===== config.mk =====
export PLATFORM = sky130hd
export DESIGN_NAME = mem_bus_arb
export DESIGN_NICKNAME = d
export VERILOG_FILES = /design/src/rtl/mem_bus_arb.sv
export SDC_FILE = /design/constraint.sdc
export NUM_CORES = 1
export LEC_CHECK = 0
export ABC_AREA = 1
export CORE_AREA = 2 2 117 119
export CTS_CLUSTER_DIAMETER = 50
export CTS_CLUSTER_SIZE = 8
export DETAILED_ROUTE_END_ITERATION = 8
export DIE_AREA = 0 0 119 121
export PLACE_DENSITY = 0.69
export SYNTH_ARGS = -nofsm -noshare
export SYNTH_HDL_FRONTEND = slang
export SYNTH_SLANG_ARGS = --single-unit
export TNS_END_PERCENT = 100

===== constraint.sdc =====
create_clock -name clk -period 2.8 [get_ports clk]
set_input_delay 0.28 -clock clk [delete_from_list [all_inputs] [get_ports clk]]
set_output_delay 0.28 -clock clk [all_outputs]
set_load 0.02 [all_outputs]

===== src/rtl/mem_bus_arb.sv =====
// mem_bus_arb: two-master (CPU, Ethernet RX DMA) arbiter for a single-port data memory.
// Ports: clk/rst (async active-high); cpu_req/we/addr/wdata -> cpu_ack/rdata/stall;
//   dma_req/we/last/addr/wdata -> dma_ack/rdata; mem_cs/we/addr/wdata -> shared memory, mem_rdata <- memory.
// Optional feature: define ARB_STARVE_EN to let a starving DMA win IDLE arbitration over the CPU.
module mem_bus_arb #(
    parameter int DW = 32,
    parameter int BURST_MAX = 8,
    parameter int STARVE_LIM = 16
) (
    input  logic          clk,
    input  logic          rst,
    input  logic          cpu_req,
    input  logic          cpu_we,
    input  logic [DW-1:0] cpu_addr,
    input  logic [DW-1:0] cpu_wdata,
    output logic          cpu_ack,
    output logic [DW-1:0] cpu_rdata,
    output logic          cpu_stall,
    input  logic          dma_req,
    input  logic          dma_we,
    input  logic          dma_last,
    input  logic [DW-1:0] dma_addr,
    input  logic [DW-1:0] dma_wdata,
    output logic          dma_ack,
    output logic [DW-1:0] dma_rdata,
    output logic          mem_cs,
    output logic          mem_we,
    output logic [DW-1:0] mem_addr,
    output logic [DW-1:0] mem_wdata,
    input  logic [DW-1:0] mem_rdata
);
    typedef enum logic [2:0] {IDLE, C_ISS, C_ACK, D_ISS, D_ACK} state_t;
    state_t        state;
    logic [7:0]    burst_cnt;
    logic          last_q;
    logic [DW-1:0] cpu_rd_q, dma_rd_q;
    logic          starve, grant_dma, cont;
`ifdef ARB_STARVE_EN
    logic [7:0] wait_cnt;
    assign starve = wait_cnt == 8'(STARVE_LIM);
    // Counts cycles the DMA is kept waiting; cleared when it is granted from IDLE.
    always_ff @(posedge clk or posedge rst) begin
        if (rst)
            wait_cnt <= '0;
        else if (state == IDLE && grant_dma)
            wait_cnt <= '0;
        else if (dma_req && state != D_ISS && state != D_ACK && !starve)
            wait_cnt <= wait_cnt + 8'd1;
    end
`else
    assign starve = 1'b0;
`endif
    assign grant_dma = dma_req & (starve | ~cpu_req);
    // Continue the burst only if the word just issued was not the last and the count after this ack is below the cap.
    assign cont = dma_req & ~last_q & (({1'b0, burst_cnt} + 9'd1) < 9'(BURST_MAX));
    always_ff @(posedge clk or posedge rst) begin
        if (rst) begin
            state     <= IDLE;
            burst_cnt <= '0;
            last_q    <= 1'b0;
            cpu_rd_q  <= '0;
            dma_rd_q  <= '0;
        end else begin
            case (state)
                IDLE: begin
                    burst_cnt <= '0;
                    state     <= grant_dma ? D_ISS : (cpu_req ? C_ISS : IDLE);
                end
                C_ISS: state <= C_ACK;
                C_ACK: begin
                    cpu_rd_q <= mem_rdata;
                    state    <= IDLE;
                end
                D_ISS: begin
                    last_q <= dma_last;
                    state  <= D_ACK;
                end
                D_ACK: begin
                    dma_rd_q  <= mem_rdata;
                    burst_cnt <= burst_cnt + 8'd1;
                    state     <= cont ? D_ISS : IDLE;
                end
                default: state <= IDLE;
            endcase
        end
    end
    assign cpu_ack   = state == C_ACK;
    assign dma_ack   = state == D_ACK;
    assign cpu_rdata = cpu_ack ? mem_rdata : cpu_rd_q;
    assign dma_rdata = dma_ack ? mem_rdata : dma_rd_q;
    assign cpu_stall = cpu_req & ~cpu_ack;
    assign mem_cs    = state == C_ISS || state == D_ISS;
    assign mem_we    = state == C_ISS ? cpu_we : (state == D_ISS ? dma_we : 1'b0);
    assign mem_addr  = state == D_ISS ? dma_addr : cpu_addr;
    assign mem_wdata = state == D_ISS ? dma_wdata : cpu_wdata;
endmodule


==> results of run 1 <==
## sequential cells by signal (all words and copies together) (netlist names)
name       cells
cpu_rd_q      32
dma_rd_q      32
burst_cnt      8
state          3
last_q         1
## stage by stage
step / total power, mW / hold WS (ns) / util
2_1_floorplan: 4.151 / 0.4010 / -
3_3_place_gp: 6.394 / 0.4783 / 0.5382
3_5_place_dp: 6.478 / 0.4836 / 0.5382
4_1_cts: 7.643 / 0.3909 / 0.5608
5_1_grt: 8.042 / 0.4123 / 0.5611
6_report: 7.567 / 0.3769 / 0.5611
## cell families after synthesis
kind of cell	count (synthesis)	share of synthesized area
simple gates	311	0.3085
flops	76	0.4889
buf+inv	76	0.09392
compound gates	79	0.1055
fa+ha+maj	1	0.003216
## placed cells by master, fill, tap and decap left out, drive strengths merged, types with 2 or more instances in the layout
master,count
buf,17
clkbuf,12
clkdlybuf4s50,292
clkinv,3
dfrtp,76
inv,48
nand2,288
nand3,6
nor2,12
nor3,3
o21ai,73
o22ai,2
## where the power goes
group	internal [mW]	switching, mW	total [mW]
registers	1.60	0.174	1.77
clock network	0.713	0.430	1.14
logic	2.08	2.57	4.65
total	4.39	3.17	7.57
## worst register-to-register path: stages (launching register included)
cell and delay, ns:
sky130_fd_sc_hd__dfrtp_1 0.47, sky130_fd_sc_hd__nor2_4 0.24, sky130_fd_sc_hd__nand2_2 0.08, sky130_fd_sc_hd__buf_4 0.25
sky130_fd_sc_hd__inv_1 0.26, sky130_fd_sc_hd__o21ai_0 0.15, sky130_fd_sc_hd__o21ai_0 0.17
## metal layers
metal  GRT usage  vias up  share of wire
li1            -     2260              -
met1      0.2298     2021           0.39
met2      0.3764      194           0.50
met3     0.07190       27          0.083
met4     0.06920        2          0.027
met5           0        -        0.00073
## cell type report
cell class                 count  area [um^2]
timing repair buffer         309         3113
multi-input combinational    391         1628
tap                          176        220.2
clock buffer                  12        246.5
sequential                    76         1903
inverter                      48        182.7
clock inverter                 4        48.80
fill                        1207         5743
## worst paths after layout
path	startpoint	end	slack, ns	depth (start not counted)
max	state[0]	cpu_rdata[28]	0.14	5
min	rst	dma_rd_q[2]	0.38	3
max reg2reg	state[0]	burst_cnt[2]	1.10	6
min reg2reg	dma_rd_q[6]	dma_rd_q[6]	0.49	2
max in group asynchronous	rst	dma_rd_q[26]	2.06	3
min in group clk	dma_rd_q[6]	dma_rd_q[6]	0.49	2
==> metrics.log, run 1 <==
[metrics] status: finished, final reports clean
[metrics] post-detail-place hpwl: 12.52 mm
[metrics] area share of the largest cell type after synthesis: 0.4889
[metrics] library cell contributing the largest single delay on the critical path: sky130_fd_sc_hd__clkdlybuf4s50_1
[metrics] setup ws final: 0.1436 ns
[metrics] most frequent cells after synthesis: sky130_fd_sc_hd__nand2_1, sky130_fd_sc_hd__dfrtp_1, sky130_fd_sc_hd__inv_1
[metrics] unrepaired setup endpoints after global routing: false
[metrics] post-route minimum period: 2.656 ns
[metrics] number of standard cells in the layout, taps in and fillers out: 1016
[metrics] most repeated cell in the gate-level netlist after synthesis: sky130_fd_sc_hd__nand2_1
[metrics] Routed WL per cell: 14.88 um
[metrics] first-pass detailed-route iteration total: 4
[metrics] path class of the lowest-slack min-delay path: input pin to async pin
[metrics] gate count of the mapped netlist: 543
[metrics] antenna viol nets, final: 0
[metrics] post-synthesis async set-or-reset flop share: 1.000
[metrics] number of top-level pins: 300
[metrics] CTS Buf Count: 9
[metrics] number of synthesized register bits: 76
[metrics] die height: 121 um
[metrics] minimum setup slack after placement: 0.4228 ns
[metrics] sequential area share after synthesis: 0.4889
[metrics] cell type with the highest aggregate area in the netlist: sky130_fd_sc_hd__dfrtp_1
[metrics] cell-by-cell trace of the critical path: nor3_2 > inv_4 > buf_4 > o21ai_1 > clkdlybuf4s50_1
[metrics] number of inserted diodes: 0
[metrics] Buf/Inv on CP: 3
[metrics] cells taking the most area after synthesis: sky130_fd_sc_hd__dfrtp_1, sky130_fd_sc_hd__nand2_1, sky130_fd_sc_hd__o21ai_0, sky130_fd_sc_hd__inv_1, sky130_fd_sc_hd__o21ai_1
[metrics] data arrival time at the worst-slack endpoint: 2.38 ns
[metrics] number of levels in the clock H-tree: 3
[metrics] Inst Count DP: 1000
[metrics] reported leakage power: 3.521 nW
[metrics] final setup vio count: 0
[metrics] maximum capacitance violations: 0
[metrics] proportion of layout cells with a drive suffix above 1: 0.05000
[metrics] post-synth net total: 711
[metrics] synth-to-layout area growth: 88.74%
[metrics] clock latency reported for the late side of the worst-skew pair: 0.34 ns
[metrics] global-route usage over all layers: 0.2090
[metrics] remaining global-route overflow: 0
[metrics] total number of yosys warnings: 0
[metrics] remaining design rule violation count: 0
[metrics] setup fix buffers added after clock tree synthesis: 0
[metrics] master cell of the clock root buffer: sky130_fd_sc_hd__clkbuf_16
[metrics] Die W: 119 um
[metrics] largest voltage drop on the vdd net: 0.3948 mV
[metrics] number of resized instances in the post-cts repair step: 0
[metrics] Placement Rows: 42
[metrics] core area: 13090 um^2
[metrics] mapped cell area: 3890 um^2
[metrics] slew at the pin with the worst max-slew slack: 0.4937 ns
[metrics] prevailing post-synth register cell: sky130_fd_sc_hd__dfrtp_1
[metrics] Initial Util: 0.2973
[metrics] Fin Setup TNS: 0 ns
[metrics] wire length of the first global-routing pass: 23.29 mm
[metrics] crit path capture type: output pin
[metrics] CTS tree: yes
[metrics] worst rel slew slack: 0.6709
[metrics] longest individual stage delay on the worst path: 0.64 ns
[metrics] Avg Synthesized Cell Area: 7.164 um^2
[metrics] nets: 1003
[metrics] Slew Viols, Final: 0
[metrics] Die ar.: 14400 um^2
[metrics] clock sinks: 76
[metrics] power density normalized to cell area: 1031 nW/um^2
[metrics] Max Fanout on Critical Path: 24
[metrics] final worst path period share: 0.9487
[metrics] number of port buffers: 299
[metrics] Max Freq: 376.4 MHz
[metrics] final count of hold timing violations: 0
[metrics] CP top delay family: buffers and inverters
[metrics] number of buffers inserted for hold repair after clock tree synthesis: 0
[metrics] vias in the first global route: 4482
[metrics] class of the most critical setup path: flop to output pin
[metrics] routed via count divided by cell count: 4.433
[metrics] Post-Place Cell Area: 7043 um^2
[metrics] pin count of the biggest net entering global routing: 65
[metrics] design area: 7342 um^2
[metrics] routed wire length: 15.12 mm
[metrics] number of vias after detailed routing: 4504
[metrics] data required time of the critical path: 2.52 ns
[metrics] count of cell types in the netlist: 23
[metrics] post-CTS clock slew at the launch and capture registers of the worst setup and hold paths: 0.06 ns
[metrics] clock skew after layout: 0.004813 ns
[metrics] number of antenna violations at the first check in global routing: 1
[metrics] Longest Clk Path Bufs: 2
[metrics] number of enable-type register cells in the synthesized netlist: 0
[metrics] crit start category: flop
[metrics] number of DRC markers after the initial detailed-route iteration: 275
[metrics] GPL Wtd Cong: 0.8609
(Power assumes the default switching activity.)
==> run 2, diff against run 1 <==
--- a/config.mk
+++ b/config.mk
@@ -7,8 +7,9 @@
 export LEC_CHECK = 0
 export ABC_AREA = 1
 export CORE_AREA = 2 2 117 119
+export CTS_BUF_LIST = sky130_fd_sc_hd__clkbuf_16
 export CTS_CLUSTER_DIAMETER = 50
-export CTS_CLUSTER_SIZE = 8
+export CTS_CLUSTER_SIZE = 20
 export DETAILED_ROUTE_END_ITERATION = 8
 export DIE_AREA = 0 0 119 121
 export PLACE_DENSITY = 0.69
==> run 2 against run 1 <==
  * Routed wire length hardly changed
  * Sequential power hardly changed
  * Highest routed layer unchanged
  * Clock-buffer cell count is 3 lower
  * First-iteration DRC count is 4.7% lower
==> metrics.log, run 2 (same netlist as run 1, synthesis figures left out) <==
[metrics] status: finished, final reports clean
[metrics] Max Freq: 376.1 MHz
[metrics] post-CTS clock slew at the launch and capture registers of the worst setup and hold paths: 0.06 ns
[metrics] combined flip-flop and latch cell area: 1903 um^2
[metrics] crit path capture type: output pin
[metrics] largest voltage drop on the vdd net: 0.3946 mV
[metrics] routed wire length: 15.12 mm
[metrics] number of standard cells in the layout, taps in and fillers out: 1017
[metrics] Longest Clk Path Bufs: 2
[metrics] cell-by-cell trace of the critical path: nor3_2 > inv_4 > buf_4 > o21ai_1 > clkdlybuf4s50_1
[metrics] met2 global-route usage: 0.3761
[metrics] final setup vio count: 0
[metrics] final worst path period share: 0.9497
[metrics] startpoint of the most critical register-to-register path: state[0]
[metrics] Slew Viols, Final: 0
[metrics] routed via count divided by cell count: 4.438
[metrics] RR Endpoint: burst_cnt[2]
[metrics] number of levels in the clock H-tree: 3
[metrics] nets: 1003
[metrics] share of the core filled with cells: 0.5605
[metrics] Placement Rows: 42
[metrics] register-to-register setup slack: 1.11 ns
[metrics] biggest registers after layout: cpu_rd_q x32, dma_rd_q x32, burst_cnt x8
[metrics] CTS Buf Count: 9
[metrics] Inst Count DP: 1000
[metrics] Die W: 119 um
[metrics] class of the most critical setup path: flop to output pin
[metrics] global-route track usage on met3: 0.07190
[metrics] power density normalized to cell area: 1027 nW/um^2
[metrics] setup fix buffers added after clock tree synthesis: 0
[metrics] longest individual stage delay on the worst path: 0.65 ns
[metrics] GPL Wtd Cong: 0.8609
[metrics] antenna viol nets, final: 0
[metrics] core area: 13090 um^2
[metrics] data arrival time at the worst-slack endpoint: 2.38 ns
[metrics] number of port buffers: 299
[metrics] worst rel slew slack: 0.6703
[metrics] number of vias after detailed routing: 4513
[metrics] library cell contributing the largest single delay on the critical path: sky130_fd_sc_hd__clkdlybuf4s50_1
[metrics] slew at the pin with the worst max-slew slack: 0.4945 ns
[metrics] path class of the lowest-slack min-delay path: input pin to async pin
[metrics] logic depth of the worst register-to-register path: 6
[metrics] number of antenna violations at the first check in global routing: 1
[metrics] Max Fanout on Critical Path: 24
[metrics] clock sinks: 76
[metrics] wire length of the first global-routing pass: 23.30 mm
[metrics] remaining global-route overflow: 0
[metrics] die height: 121 um
[metrics] minimum setup slack after placement: 0.4228 ns
[metrics] global-route usage over all layers: 0.2091
[metrics] CP top delay family: buffers and inverters
[metrics] master cell of the clock root buffer: sky130_fd_sc_hd__clkbuf_16
[metrics] setup ws final: 0.1408 ns
[metrics] grt peak-use layer: met2
[metrics] clock skew after layout: 0.004822 ns
[metrics] vias in the first global route: 4478
[metrics] number of DRC markers after the initial detailed-route iteration: 262
[metrics] Initial Util: 0.2973
[metrics] Die ar.: 14400 um^2
[metrics] synth-to-layout area growth: 88.55%
[metrics] Fin Setup TNS: 0 ns
[metrics] post-route minimum period: 2.659 ns
[metrics] maximum capacitance violations: 0
[metrics] fill cell instance count of the final layout: 1203
[metrics] Critical Path Stages: 5
[metrics] met1 track utilization from global routing: 0.2304
[metrics] Buf/Inv on CP: 3
[metrics] clock latency reported for the late side of the worst-skew pair: 0.33 ns
[metrics] Routed WL per cell: 14.87 um
[metrics] number of top-level pins: 300
[metrics] most common library cell in the layout ignoring fill and taps: sky130_fd_sc_hd__clkdlybuf4s50_1
[metrics] combined area of the multi-input logic cells: 1628 um^2
[metrics] first-pass detailed-route iteration total: 6
[metrics] data required time of the critical path: 2.52 ns
[metrics] final count of hold timing violations: 0
[metrics] proportion of layout cells with a drive suffix above 1: 0.04881
[metrics] CTS tree: yes
[metrics] unrepaired setup endpoints after global routing: false
[metrics] highest-count cells in the layout ignoring fill and taps: sky130_fd_sc_hd__clkdlybuf4s50_1, sky130_fd_sc_hd__nand2_1, sky130_fd_sc_hd__dfrtp_1
[metrics] remaining design rule violation count: 0
[metrics] reported leakage power: 3.524 nW
[metrics] pin count of the biggest net entering global routing: 65
[metrics] crit start category: flop
[metrics] post-detail-place hpwl: 12.52 mm
-- run 2: cell count changes in the layout (fill, tap and decap cells not counted) --
cell / delta
sky130_fd_sc_hd__clkinv_1: +1
sky130_fd_sc_hd__clkbuf_8: -1
sky130_fd_sc_hd__clkbuf_1: -2
sky130_fd_sc_hd__diode_2: +1
sky130_fd_sc_hd__inv_1: +2
-- run 2: area by class of cell --
class	count	share of cell area
Antenna cell	1	0.0003412
Clock buffer	9	0.03071
Clock inverter	7	0.008188
Inverter	48	0.02491
Multi-Input combinational cell	391	0.2219
Sequential cell	76	0.2595
Tap cell	176	0.03002
Timing Repair Buffer	309	0.4244
-- run 2: timing repair --
| action | in CTS | in global routing |
|---|---|---|
| setup endpoints to repair | 0 | 20 |
| hold buffers | 0 | 0 |
| resized for setup | 0 | 3 |
-- run 2: how the worst max path moves through the flow --
stage | slack (ns) | end | from
4_1_cts | 0.06 | cpu_rdata[28] | state[1]
3_3_place_gp | 0.53 | cpu_rdata[30] | state[1]
2_1_floorplan | 0.58 | burst_cnt[0] | rst
5_1_grt | 0.0009 | cpu_rdata[28] | state[0]
3_5_place_dp | 0.42 | cpu_rdata[28] | state[1]
6_report | 0.14 | cpu_rdata[28] | state[0]
-- run 2: metal layers --
layer | up-vias | routed length [um]
met3 | 25 | 1266
li1 | 2263 | -
met5 | - | 11
met2 | 192 | 7641
met1 | 2031 | 5816
met4 | 2 | 388
-- run 2: per-stage QoR --
stage	power [mW]	instance area, um^2	hold slack, ns
floorplan	4.151	3890	0.4010
global placement	6.394	7043	0.4783
detailed placement	6.478	7043	0.4836
CTS	7.607	7328	0.3907
global route	8.008	7332	0.4120
finish	7.531	7335	0.3760
-- run 2: worst register-to-register path, cell delays in order (launching register included) --
cell and delay, ns:
sky130_fd_sc_hd__dfrtp_1 0.47, sky130_fd_sc_hd__nor2_4 0.24, sky130_fd_sc_hd__nand2_2 0.08, sky130_fd_sc_hd__buf_4 0.25
sky130_fd_sc_hd__inv_1 0.26, sky130_fd_sc_hd__o21ai_0 0.15, sky130_fd_sc_hd__o21ai_0 0.17
-- run 2: where the power goes --
| group | switching (mW) | internal (mW) | total, mW |
|---|---|---|---|
| sequential | 0.174 | 1.60 | 1.77 |
| clock | 0.431 | 0.678 | 1.11 |
| combinational | 2.57 | 2.08 | 4.65 |
| total | 3.17 | 4.36 | 7.53 |
